--- config.mk ---
export PLATFORM = sky130hd
export DESIGN_NAME = pe_row_conv
export DESIGN_NICKNAME = d
export VERILOG_FILES = /design/src/rtl/pe_row_conv.sv
export SDC_FILE = /design/constraint.sdc
export NUM_CORES = 1
export LEC_CHECK = 0
export CAP_MARGIN = 20
export CORE_UTILIZATION = 46
export CTS_BUF_LIST = sky130_fd_sc_hd__clkbuf_8
export DETAILED_ROUTE_END_ITERATION = 6
export HOLD_SLACK_MARGIN = 0.08
export PLACE_DENSITY = 0.76
export SLEW_MARGIN = 20
export SYNTH_ARGS = -nofsm -noshare
export SYNTH_HDL_FRONTEND = slang
export SYNTH_SLANG_ARGS = --single-unit
--- constraint.sdc ---
create_clock -name clk -period 9.2 [get_ports clk]
set_clock_uncertainty 0.05 [all_clocks]
set_input_delay 1.84 -clock clk [delete_from_list [all_inputs] [get_ports clk]]
set_output_delay 1.84 -clock clk [all_outputs]
set_load 0.05 [all_outputs]
--- src/rtl/pe_row_conv.sv ---
// -----------------------------------------------------------------------------
// pe_row_conv -- serial row-stationary processing element
//
// Holds one filter row (FILTER_SIZE taps) and one ifmap row (IFMAP_W pixels)
// in local scratchpads. For each of OUT_W = IFMAP_W-FILTER_SIZE+1 outputs it
// takes one psum from the PE below, accumulates FILTER_SIZE products at one
// MAC per cycle, and offers the result to the PE above. The filter stays
// resident across ifmap rows until a new filter is loaded.
//
// Ports:
//   clk, rst                     clock, asynchronous active-high reset
//   filt_valid/ready/data        filter tap stream, tap 0 first
//   ifmap_valid/ready/data       ifmap pixel stream, pixel 0 first
//   psum_in_valid/ready/data     psum from the PE below
//   psum_out_valid/ready/data    psum to the PE above
//   filt_loaded                  filter scratchpad holds a complete filter
//   busy                         high in every state except IDLE
//   row_done                     one-cycle pulse after the last psum of a row
//
// Build option:
//   PE_SAT_EN  when defined, each MAC addition saturates to the PSUM_W signed
//              range instead of wrapping.
// -----------------------------------------------------------------------------
module pe_row_conv #(
   parameter int DATA_W      = 16,
   parameter int PSUM_W      = 32,
   parameter int FILTER_SIZE = 3,
   parameter int IFMAP_W     = 7
) (
   input  logic                     clk,
   input  logic                     rst,

   input  logic                     filt_valid,
   output logic                     filt_ready,
   input  logic signed [DATA_W-1:0] filt_data,

   input  logic                     ifmap_valid,
   output logic                     ifmap_ready,
   input  logic signed [DATA_W-1:0] ifmap_data,

   input  logic                     psum_in_valid,
   output logic                     psum_in_ready,
   input  logic signed [PSUM_W-1:0] psum_in_data,

   output logic                     psum_out_valid,
   input  logic                     psum_out_ready,
   output logic signed [PSUM_W-1:0] psum_out_data,

   output logic                     filt_loaded,
   output logic                     busy,
   output logic                     row_done
);

   localparam int OUT_W = IFMAP_W - FILTER_SIZE + 1;
   localparam int F_CW  = (FILTER_SIZE > 1) ? $clog2(FILTER_SIZE) : 1;
   localparam int I_CW  = (IFMAP_W > 1)     ? $clog2(IFMAP_W)     : 1;
   localparam int O_CW  = (OUT_W > 1)       ? $clog2(OUT_W)       : 1;

   localparam logic [F_CW-1:0] F_LAST = F_CW'(FILTER_SIZE - 1);
   localparam logic [I_CW-1:0] I_LAST = I_CW'(IFMAP_W - 1);
   localparam logic [O_CW-1:0] O_LAST = O_CW'(OUT_W - 1);

   typedef enum logic [2:0] {
      S_IDLE,
      S_LOAD_F,
      S_LOAD_I,
      S_ACC_LD,
      S_MAC,
      S_OUT
   } state_t;

   // ---------------------------------------------------------------------------
   // State
   // ---------------------------------------------------------------------------
   state_t                     state_q;
   logic [F_CW-1:0]            f_cnt_q;
   logic [F_CW-1:0]            k_q;
   logic [I_CW-1:0]            i_cnt_q;
   logic [O_CW-1:0]            o_cnt_q;
   logic signed [PSUM_W-1:0]   acc_q;
   logic                       filt_loaded_q;
   logic                       row_done_q;
   logic signed [DATA_W-1:0]   filt_spad_q  [FILTER_SIZE];
   logic signed [DATA_W-1:0]   ifmap_spad_q [IFMAP_W];

   // ---------------------------------------------------------------------------
   // MAC datapath
   // ---------------------------------------------------------------------------
   logic [I_CW-1:0]            pix_idx;
   logic signed [DATA_W-1:0]   tap_sel;
   logic signed [DATA_W-1:0]   pix_sel;
   logic signed [2*DATA_W-1:0] prod;
   logic signed [PSUM_W-1:0]   prod_ext;
   logic signed [PSUM_W-1:0]   acc_d;

   // Output o uses pixels o .. o+FILTER_SIZE-1; the sum never exceeds IFMAP_W-1.
   assign pix_idx = I_CW'(o_cnt_q) + I_CW'(k_q);
   assign tap_sel = filt_spad_q[k_q];
   assign pix_sel = ifmap_spad_q[pix_idx];

   // Operands widened as signed first so the product is the full 2*DATA_W value.
   assign prod     = (2*DATA_W)'(tap_sel) * (2*DATA_W)'(pix_sel);
   assign prod_ext = PSUM_W'(prod);

`ifdef PE_SAT_EN
   logic signed [PSUM_W-1:0] sum_raw;
   logic                     sum_ovf;

   assign sum_raw = acc_q + prod_ext;
   // Overflow only when both operands share a sign and the result flips it.
   assign sum_ovf = (acc_q[PSUM_W-1] == prod_ext[PSUM_W-1]) &&
                    (sum_raw[PSUM_W-1] != acc_q[PSUM_W-1]);

   always_comb begin
      // NOTE: assign a default before any conditional update so no latch is inferred.
      acc_d = sum_raw;
      if (sum_ovf) begin
         acc_d = acc_q[PSUM_W-1] ? {1'b1, {(PSUM_W-1){1'b0}}}
                                 : {1'b0, {(PSUM_W-1){1'b1}}};
      end
   end
`else
   assign acc_d = acc_q + prod_ext;
`endif

   // ---------------------------------------------------------------------------
   // Handshake and status outputs: decoded from the registered state only
   // ---------------------------------------------------------------------------
   assign filt_ready     = (state_q == S_LOAD_F);
   assign ifmap_ready    = (state_q == S_LOAD_I);
   assign psum_in_ready  = (state_q == S_ACC_LD);
   assign psum_out_valid = (state_q == S_OUT);
   assign psum_out_data  = acc_q;
   assign busy           = (state_q != S_IDLE);
   assign filt_loaded    = filt_loaded_q;
   assign row_done       = row_done_q;

   // ---------------------------------------------------------------------------
   // Control FSM and datapath registers
   // ---------------------------------------------------------------------------
   always_ff @(posedge clk or posedge rst) begin
      if (rst) begin
         state_q       <= S_IDLE;
         f_cnt_q       <= '0;
         k_q           <= '0;
         i_cnt_q       <= '0;
         o_cnt_q       <= '0;
         acc_q         <= '0;
         filt_loaded_q <= 1'b0;
         row_done_q    <= 1'b0;
         // NOTE: the scratchpads are small register files, so they are cleared
         // on reset like any other state; a stale filter can never be reused.
         for (int i = 0; i < FILTER_SIZE; i++) filt_spad_q[i] <= '0;
         for (int i = 0; i < IFMAP_W; i++)     ifmap_spad_q[i] <= '0;
      end else begin
         // NOTE: non-blocking assignments throughout, so every register here
         // samples the pre-edge values of the others.
         row_done_q <= 1'b0;

         unique case (state_q)
            S_IDLE: begin
               // The filter has priority; a stray ifmap without a filter is ignored.
               if (filt_valid) begin
                  f_cnt_q       <= '0;
                  filt_loaded_q <= 1'b0;
                  state_q       <= S_LOAD_F;
               end else if (ifmap_valid && filt_loaded_q) begin
                  i_cnt_q <= '0;
                  state_q <= S_LOAD_I;
               end
            end

            S_LOAD_F: begin
               if (filt_valid && filt_ready) begin
                  filt_spad_q[f_cnt_q] <= filt_data;
                  if (f_cnt_q == F_LAST) begin
                     filt_loaded_q <= 1'b1;
                     i_cnt_q       <= '0;
                     state_q       <= S_LOAD_I;
                  end else begin
                     f_cnt_q <= f_cnt_q + F_CW'(1);
                  end
               end
            end

            S_LOAD_I: begin
               if (ifmap_valid && ifmap_ready) begin
                  ifmap_spad_q[i_cnt_q] <= ifmap_data;
                  if (i_cnt_q == I_LAST) begin
                     o_cnt_q <= '0;
                     state_q <= S_ACC_LD;
                  end else begin
                     i_cnt_q <= i_cnt_q + I_CW'(1);
                  end
               end
            end

            S_ACC_LD: begin
               if (psum_in_valid && psum_in_ready) begin
                  acc_q   <= psum_in_data;
                  k_q     <= '0;
                  state_q <= S_MAC;
               end
            end

            S_MAC: begin
               acc_q <= acc_d;
               if (k_q == F_LAST) begin
                  state_q <= S_OUT;
               end else begin
                  k_q <= k_q + F_CW'(1);
               end
            end

            S_OUT: begin
               // acc_q is untouched here, so the output holds while stalled.
               if (psum_out_valid && psum_out_ready) begin
                  if (o_cnt_q == O_LAST) begin
                     row_done_q <= 1'b1;
                     state_q    <= S_IDLE;
                  end else begin
                     o_cnt_q <= o_cnt_q + O_CW'(1);
                     state_q <= S_ACC_LD;
                  end
               end
            end

            default: state_q <= S_IDLE;
         endcase
      end
   end

endmodule
==> results.json, run 1 <==
{
  "synthMuxAreaShare_pct": 14.22,
  "grt_pass1_wl_um": 82230,
  "first_pass_iters": 5,
  "syn_to_final_growth_pct": 12.89,
  "cap_violations": 0,
  "holdBufCountCts": 0,
  "yosys.area_share.simple_pct": 9.088,
  "max_stage_delay_ps": 710,
  "viasPerCell": 5.347,
  "num_rows": 76,
  "rsz0062_at_grt": "no",
  "wire_per_inst_um": 18.97,
  "grt_pass1_vias": 15710,
  "synth_top_area_share_pct": 28.82,
  "diodes": 0,
  "die-area_mm2": 0.04508,
  "synthCells": 1940,
  "slew_viol_final": 0,
  "status": "finished clean",
  "crit_buf_inv": 6,
  "worstPathRequired_ps": 9600,
  "hold_viol_final": 0,
  "final_util_pct": 52.98,
  "yosysTopAreaCell": "fa_1",
  "ys_warn_count": 0,
  "start_kind": "flip-flop",
  "dpl_cell_area_mm2": 0.02212,
  "ios": 109,
  "clockBufferDepth": 3,
  "fillers": 3791,
  "gr-total-overflow": 0,
  "max_freq_mhz": 114.8,
  "ctsResizeCount": 0,
  "seqCellArea_mm2": 0.005180,
  "die_w_um": 212.3,
  "grt_max_degree": 131,
  "met3_usage_pct": 4.815,
  "synth_compound_area_share_pct": 6.056,
  "layout_commonest_cell": "inv_1",
  "synth-edff-count": 0,
  "hold_class": "flip-flop to flip-flop",
  "wl_um": 50430,
  "post-cts-setup-buffers": 0,
  "tightest_slew_ps": 1192,
  "synth.distinct_cells": 61,
  "gr-usage-all-layers_pct": 23.89,
  "cp_data_arrival_time_ps": 9110,
  "ys_seq_area_share_pct": 25.45,
  "num_vias": 14210,
  "synth_top_family_by_area": "adder cells",
  "fin_area_mm2": 0.02297,
  "dp_hpwl_um": 39260,
  "setup_viol": 0,
  "cts.reportedPaths.clkPinSlew_ps": 70,
  "critical_path_class": "flip-flop to flip-flop",
  "ys_top_cells_by_area": "fa_1 29%, dfrtp_1 25%, mux2_2 9.8%",
  "portBuffers": 108,
  "path_delay_family": "adder cells",
  "avgSynthCellArea_um2": 10.49,
  "nNetsFinal": 2516,
  "cp_max_fo": 18,
  "multi_input_area_mm2": 0.01358,
  "synthAdderAreaFrac_pct": 35.40,
  "ctsHtreeMaxLevel": 2,
  "async_reset_ff_share_pct": 100.0,
  "relSlewSlack_pct": 20.55,
  "cts_tree": "done",
  "drive_gt1_share_pct": 14.71,
  "yosys_most_used_dff": "dfrtp_1",
  "synth_xor_area_share_pct": 1.722,
  "fin_crit_sh_pct": 94.65,
  "final.setup.tns_ps": 0,
  "busiest_layer": "met2",
  "start_util_pct": 46.93,
  "gp_congestion": 0.9286,
  "layout_common_cells": "360 x inv_1, 293 x fa_1, 207 x dfrtp_1",
  "die_height_um": 212.3,
  "met2_usage_pct": 40.96,
  "antenna_found_initial": 1,
  "numCtsBuffers": 37,
  "clock_sinks": 207,
  "clkLatencyLatePin_ps": 580,
  "min_period_ps": 8707,
  "endpoint_kind": "flip-flop",
  "synth_nets": 2410,
  "drt_iter0_markers": 950,
  "final_antenna_net_count": 0,
  "coreArea_mm2": 0.04336,
  "clock-root-buffer": "clkbuf_8",
  "cp_slowest_cell": "o21ai_0",
  "grt_use_met1_pct": 29.67,
  "yosys_register_bits": 207,
  "cp_common_cell": "fa_1",
  "syn_area_mm2": 0.02035,
  "drc": 0
}
## layer usage
layer | wire length [um] | vias up
li1 | - | 6388
met1 | 20350 | 7297
met2 | 24970 | 417
met3 | 3252 | 108
met4 | 1846 | 2
met5 | 13 | -
## cells in the mapped netlist, types with 3 or more instances
cell	n
a211oi_1	7
a21o_1	24
a21oi_1	41
a31oi_1	5
and2_1	22
and3_1	4
buf_1	12
buf_2	14
buf_4	5
clkbuf_1	36
dfrtp_1	207
fa_1	293
ha_1	107
inv_1	353
mux2_2	177
mux2i_1	54
mux4_2	16
nand2_1	161
nand2b_1	16
nand3_1	29
nand3b_1	3
nand4_1	3
nor2_1	162
nor3_1	9
o211ai_1	15
o21a_1	8
o21ai_0	57
o21ai_1	8
o31ai_1	4
or2_2	8
xnor2_1	25
xor2_1	15
## stage by stage
| stage | hold WS [ps] | setup WS [ps] | instances |
|---|---|---|---|
| after floorplan | 423.9 | 493.1 | 1940 |
| after CTS | 452.5 | 345.6 | 2658 |
| final | 453.2 | 492.5 | 2658 |
| after global placement | 431.7 | 645.8 | 2592 |
| after global routing | 463.7 | 17.07 | 2658 |
| after detailed placement | 440.0 | 370.5 | 2592 |
## final timing paths
kind                                  start                end  slack (ps)  cells after the start
min in group asynchronous               rst   ifmap_spad_q[94]        1810                      2
min reg2reg                ifmap_spad_q[93]   ifmap_spad_q[93]         450                      1
max                              o_cnt_q[0]  psum_out_data[24]         490                     27
max reg2reg                      o_cnt_q[0]  psum_out_data[24]         490                     27
min                        ifmap_spad_q[93]   ifmap_spad_q[93]         450                      1
max in group asynchronous               rst  psum_out_data[14]        5980                      3
## final cells by class
type / count / share of cell area [%]
flip-flops and latches: 207 / 22.55
clock inverters: 16 / 0.6917
repair buffers: 136 / 5.637
well taps: 585 / 3.186
multi-input cells: 1310 / 59.12
inverters: 354 / 5.817
clock buffers: 50 / 2.996
## cell families after synthesis
family / Yosys count
fa+ha+maj: 400
mux: 247
flops: 207
xor+xnor: 40
buf+inv: 423
compound gates: 195
simple gates: 428
## flip-flops by register name (all words and copies together) (netlist names)
| signal | cells |
|---|---|
| psum_out_data | 32 |
| ifmap_spad_q | 112 |
| state_q | 3 |
| row_done | 1 |
| k_q | 2 |
| filt_loaded | 1 |
| o_cnt_q | 3 |
| f_cnt_q | 2 |
| i_cnt_q | 3 |
| filt_spad_q | 48 |
Power of run 1 is not shown: default switching activity piles up to over one toggle a cycle in this logic, so the estimate is an artifact.
==> run 2: changes to the inputs <==
- SLEW_MARGIN: 20 -> 10
==> run 2 against run 1 <==
Cell count hardly changed. Fmax hardly changed. Global-route usage stayed put. Setup slack better by 1.4 ps.
==> results.json, run 2 (same netlist as run 1, synthesis figures left out) <==
{
  "cp_data_arrival_time_ps": 9110,
  "gr-usage-all-layers_pct": 23.89,
  "fin_crit_sh_pct": 94.63,
  "dpl_cell_area_mm2": 0.02212,
  "cap_violations": 0,
  "cts.reportedPaths.clkPinSlew_ps": 70,
  "die_height_um": 212.3,
  "cp_max_fo": 18,
  "num_vias": 14240,
  "largest-register": "ifmap_spad_q",
  "routed.top_layer": "met5",
  "antenna_found_initial": 1,
  "fillers": 3787,
  "drive_gt1_share_pct": 14.75,
  "ios": 109,
  "final_antenna_net_count": 0,
  "r2r-start": "o_cnt_q[0]",
  "coreArea_mm2": 0.04336,
  "startpoint": "o_cnt_q[0]",
  "syn_to_final_growth_pct": 13.00,
  "layout_commonest_cell": "inv_1",
  "wl_um": 50540,
  "nNetsFinal": 2517,
  "portBuffers": 108,
  "whs_path_depth": 1,
  "drt_iter0_markers": 980,
  "wl_met3_um": 3343,
  "viasPerCell": 5.357,
  "critical_path_class": "flip-flop to flip-flop",
  "gr-total-overflow": 0,
  "rrSetupSlack_ps": 490,
  "clock_sinks": 207,
  "die-area_mm2": 0.04508,
  "clkLatencyLatePin_ps": 580,
  "die_w_um": 212.3,
  "multi_input_area_mm2": 0.01358,
  "slew_viol_final": 0,
  "reg2reg_depth": 27,
  "rsz0062_at_grt": "no",
  "diodes": 0,
  "grt_pass1_wl_um": 82230,
  "start_kind": "flip-flop",
  "hold_viol_final": 0,
  "final_util_pct": 53.03,
  "setup_viol": 0,
  "cts_tree": "done",
  "grt_max_degree": 131,
  "clockBufferDepth": 3,
  "dp_hpwl_um": 39260,
  "relSlewSlack_pct": 22.11,
  "fin_ws_ps": 493.9,
  "route.met2.wl_um": 25080,
  "drc": 0,
  "largest_reg_flops": 112,
  "worstPathRequired_ps": 9600,
  "wire_per_inst_um": 19.01,
  "crit_end": "psum_out_data[24]",
  "num_rows": 76,
  "fin_area_mm2": 0.02300,
  "wl_met1_um": 20200,
  "r2r-end": "psum_out_data[24]",
  "endpoint_kind": "flip-flop",
  "numCtsBuffers": 37,
  "first_pass_iters": 5,
  "start_util_pct": 46.93,
  "gp_congestion": 0.9286,
  "dp_slack_ps": 370.5,
  "tightest_slew_ps": 1168,
  "ctsHtreeMaxLevel": 2,
  "status": "finished clean",
  "grt_pass1_vias": 15710,
  "max_freq_mhz": 114.9,
  "clock-root-buffer": "clkbuf_8",
  "layout_common_cells": "360 x inv_1, 293 x fa_1, 207 x dfrtp_1",
  "holdBufCountCts": 0,
  "min_period_ps": 8706,
  "seqCellArea_mm2": 0.005180,
  "final.setup.tns_ps": 0,
  "hold_class": "flip-flop to flip-flop"
}
[run 2: changes by cell type in the layout (fill, tap and decap cells not counted), sizes merged]
cell / change
buf: +1
[run 2: worst min-delay path by stage]
stage                           start                 to  slack [ps]
floorplan            ifmap_spad_q[16]   ifmap_spad_q[16]         420
finish              ifmap_spad_q[104]  ifmap_spad_q[104]         450
global route         ifmap_spad_q[20]   ifmap_spad_q[20]         460
global placement     ifmap_spad_q[22]   ifmap_spad_q[22]         430
detailed placement   ifmap_spad_q[20]   ifmap_spad_q[20]         440
CTS                  ifmap_spad_q[20]   ifmap_spad_q[20]         450
[run 2: per-layer routing]
| layer | vias to the layer above | global-route usage [%] |
|---|---|---|
| met1 | 7299 | 29.67 |
| met3 | 115 | 4.815 |
| met4 | 2 | 9.204 |
| met2 | 438 | 40.96 |
| met5 | - | 0 |
| li1 | 6390 | - |
[run 2: layout make-up]
type	instances	share of cell area (%)
Clock buffer	50	2.993
Clock inverter	16	0.6910
Inverter	354	5.811
Multi-Input combinational cell	1310	59.06
Sequential cell	207	22.53
Tap cell	585	3.183
Timing Repair Buffer	137	5.735
[run 2: metrics by stage]
| step | hold slack, ps | cells |
|---|---|---|
| 2_1_floorplan | 423.9 | 1940 |
| 3_3_place_gp | 431.7 | 2592 |
| 3_5_place_dp | 440.0 | 2592 |
| 4_1_cts | 452.5 | 2658 |
| 5_1_grt | 463.7 | 2659 |
| 6_report | 453.0 | 2659 |
[run 2: worst max-delay path, cell delays in order, from the launching register on]
cell	delay, ps
dfrtp_1	380
ha_1	170
inv_1	50
fa_1	450
xor2_4	420
buf_4	360
mux4_2	530
o21ai_1	120
buf_4	270
nor2_1	100
fa_1	590
fa_1	410
ha_1	210
fa_1	470
inv_1	50
fa_1	480
fa_1	480
inv_1	40
ha_1	320
o21ai_0	720
a21oi_1	320
a41o_2	370
a311oi_1	320
buf_4	200
o21ai_0	140
o31a_1	290
xnor2_1	150
o21ai_0	90
[run 2: what timing repair did]
action | in CTS | in global routing
buffers inserted | 0 | 0
setup endpoints to repair | 0 | 2
gates resized for setup | 0 | 1
Power of run 2 is left out for the same reason.
==> run 3: changes to the inputs <==
- CORE_ASPECT_RATIO: default -> 2
==> run 3 against run 2 <==
Core utilization down 0.24 points. Via count increased by 0.22%. Critical endpoint is now psum_out_data[31]. Design area down 0.11%. Sequential share of layout area hardly changed. Non-clock buffer count is 24 higher. First-iteration DRC count down 26%. Clock-buffer cell count decreased by 14. Fmax fell by 2.5%. Die area rose by 0.11%. Cell count decreased by 0.83%. Highest routed layer is now met4. Register-to-register slack got worse by 220 ps. Setup slack worse by 220 ps.
==> results.json, run 3 (same netlist as run 1, synthesis figures left out) <==
{
  "cp_slowest_cell": "fa_1",
  "max_freq_mhz": 112.0,
  "die-area_mm2": 0.04513,
  "ctsHtreeMaxLevel": 1,
  "gp_congestion": 0.9784,
  "hold_viol_final": 0,
  "hold_path_end": "ifmap_spad_q[25]",
  "die_height_um": 299.5,
  "fin_area_mm2": 0.02297,
  "drt_iter0_markers": 725,
  "reg2reg_depth": 27,
  "cts_tree": "done",
  "min_period_ps": 8931,
  "critical_path_class": "flip-flop to flip-flop",
  "dp_hpwl_um": 43300,
  "clock-root-buffer": "clkbuf_8",
  "slew_viol_final": 0,
  "cp_common_cell": "fa_1",
  "crit_buf_inv": 6,
  "worstPathRequired_ps": 9640,
  "layout_common_cells": "357 x inv_1, 293 x fa_1, 207 x dfrtp_1",
  "wire_per_inst_um": 20.20,
  "whs_path_depth": 1,
  "wl_um": 53280,
  "cts.reportedPaths.clkPinSlew_ps": 70,
  "largest_reg_flops": 112,
  "tightest_slew_ps": 1233,
  "layout_commonest_cell": "inv_1",
  "nNetsFinal": 2535,
  "final_util_pct": 52.79,
  "status": "finished clean",
  "syn_to_final_growth_pct": 12.88,
  "antenna_found_initial": 2,
  "grt_pass1_wl_um": 84570,
  "portBuffers": 108,
  "fin_cells": 2637,
  "first_pass_iters": 7,
  "ios": 109,
  "rrSetupSlack_ps": 270,
  "clockBufferDepth": 3,
  "viasPerCell": 5.414,
  "path_delay_family": "adder cells",
  "gr-total-overflow": 0,
  "r2r-end": "psum_out_data[31]",
  "numCtsBuffers": 30,
  "num_rows": 108,
  "endpoint_kind": "flip-flop",
  "num_vias": 14280,
  "start_kind": "flip-flop",
  "drive_gt1_share_pct": 15.49,
  "cap_violations": 0,
  "cp_max_fo": 9,
  "grt_pass1_vias": 16150,
  "final_antenna_net_count": 0,
  "worstHoldStart": "ifmap_spad_q[25]",
  "r2r-start": "o_cnt_q[0]",
  "start_util_pct": 46.77,
  "dpl_cell_area_mm2": 0.02215,
  "largest-register": "ifmap_spad_q",
  "grt_max_degree": 150,
  "max_stage_delay_ps": 620,
  "coreArea_mm2": 0.04351,
  "gr-usage-all-layers_pct": 24.74,
  "clock_sinks": 207,
  "drc": 0,
  "cp_data_arrival_time_ps": 9370,
  "relSlewSlack_pct": 17.80,
  "setup_viol": 0,
  "hold_class": "flip-flop to flip-flop",
  "fin_crit_sh_pct": 97.07,
  "place_inst": 2567,
  "die_w_um": 150.7,
  "clkLatencyLatePin_ps": 620,
  "fillers": 3806
}
-- run 3: metal layers --
layer	up-vias	part of all wire [%]	track usage [%]
li1	6411	-	-
met1	7224	33	24.11
met2	445	56	47.35
met3	196	3.9	3.090
met4	0	7.5	16.07
met5	-	0	0
-- run 3: cell type report --
type | instances | area, um^2 | share of cell area [%]
Multi-Input combinational cell | 1311 | 13610 | 59.25
Sequential cell | 207 | 5180 | 22.55
Timing Repair Buffer | 161 | 1544 | 6.721
Inverter | 354 | 1344 | 5.850
Tap cell | 550 | 688.2 | 2.996
Clock buffer | 36 | 495.5 | 2.157
Clock inverter | 16 | 105.1 | 0.4575
Antenna cell | 2 | 5.005 | 0.02179
-- run 3: repair_timing --
item                                    CTS  global route
resized for setup                         0             7
hold endpoints to repair                  0             0
endpoints found under the setup margin    0             5
hold buffers                              0             0
buffers inserted                          0            10
-- run 3: worst register-to-register path, cell delays in order, from the launching register on --
cell	delay, ps
dfrtp_1	380
ha_1	150
inv_1	50
fa_1	550
xor2_2	370
buf_4	270
mux4_2	520
o21a_1	370
buf_4	280
nand2_1	110
fa_1	440
inv_1	120
fa_1	460
fa_1	620
fa_1	480
fa_1	500
inv_1	50
fa_1	480
inv_1	40
ha_1	350
nand3_1	290
nor3_1	370
a211oi_1	80
a21bo_1	390
a22oi_1	220
o311ai_0	550
xnor2_1	180
a21oi_1	80
-- run 3: stage by stage --
| stage | hold slack, ps | TNS (ps) | setup WS [ps] |
|---|---|---|---|
| final | 452.1 | 0 | 269.4 |
| after global routing | 467.0 | -4.859 | -4.859 |
| after CTS | 457.1 | 0 | 130.3 |
| after detailed placement | 438.5 | 0 | 151.4 |
| after global placement | 432.4 | 0 | 311.5 |
| after floorplan | 423.9 | 0 | 493.1 |
-- run 3: how the worst max path moves through the flow --
| stage | from | to | cells after the start |
|---|---|---|---|
| 2_1_floorplan | k_q[1] | psum_out_data[27] | 31 |
| 3_3_place_gp | o_cnt_q[0] | psum_out_data[31] | 27 |
| 3_5_place_dp | o_cnt_q[0] | psum_out_data[31] | 27 |
| 4_1_cts | o_cnt_q[0] | psum_out_data[31] | 27 |
| 5_1_grt | o_cnt_q[0] | psum_out_data[31] | 27 |
| 6_report | o_cnt_q[0] | psum_out_data[31] | 27 |
Power of run 3 is left out for the same reason.
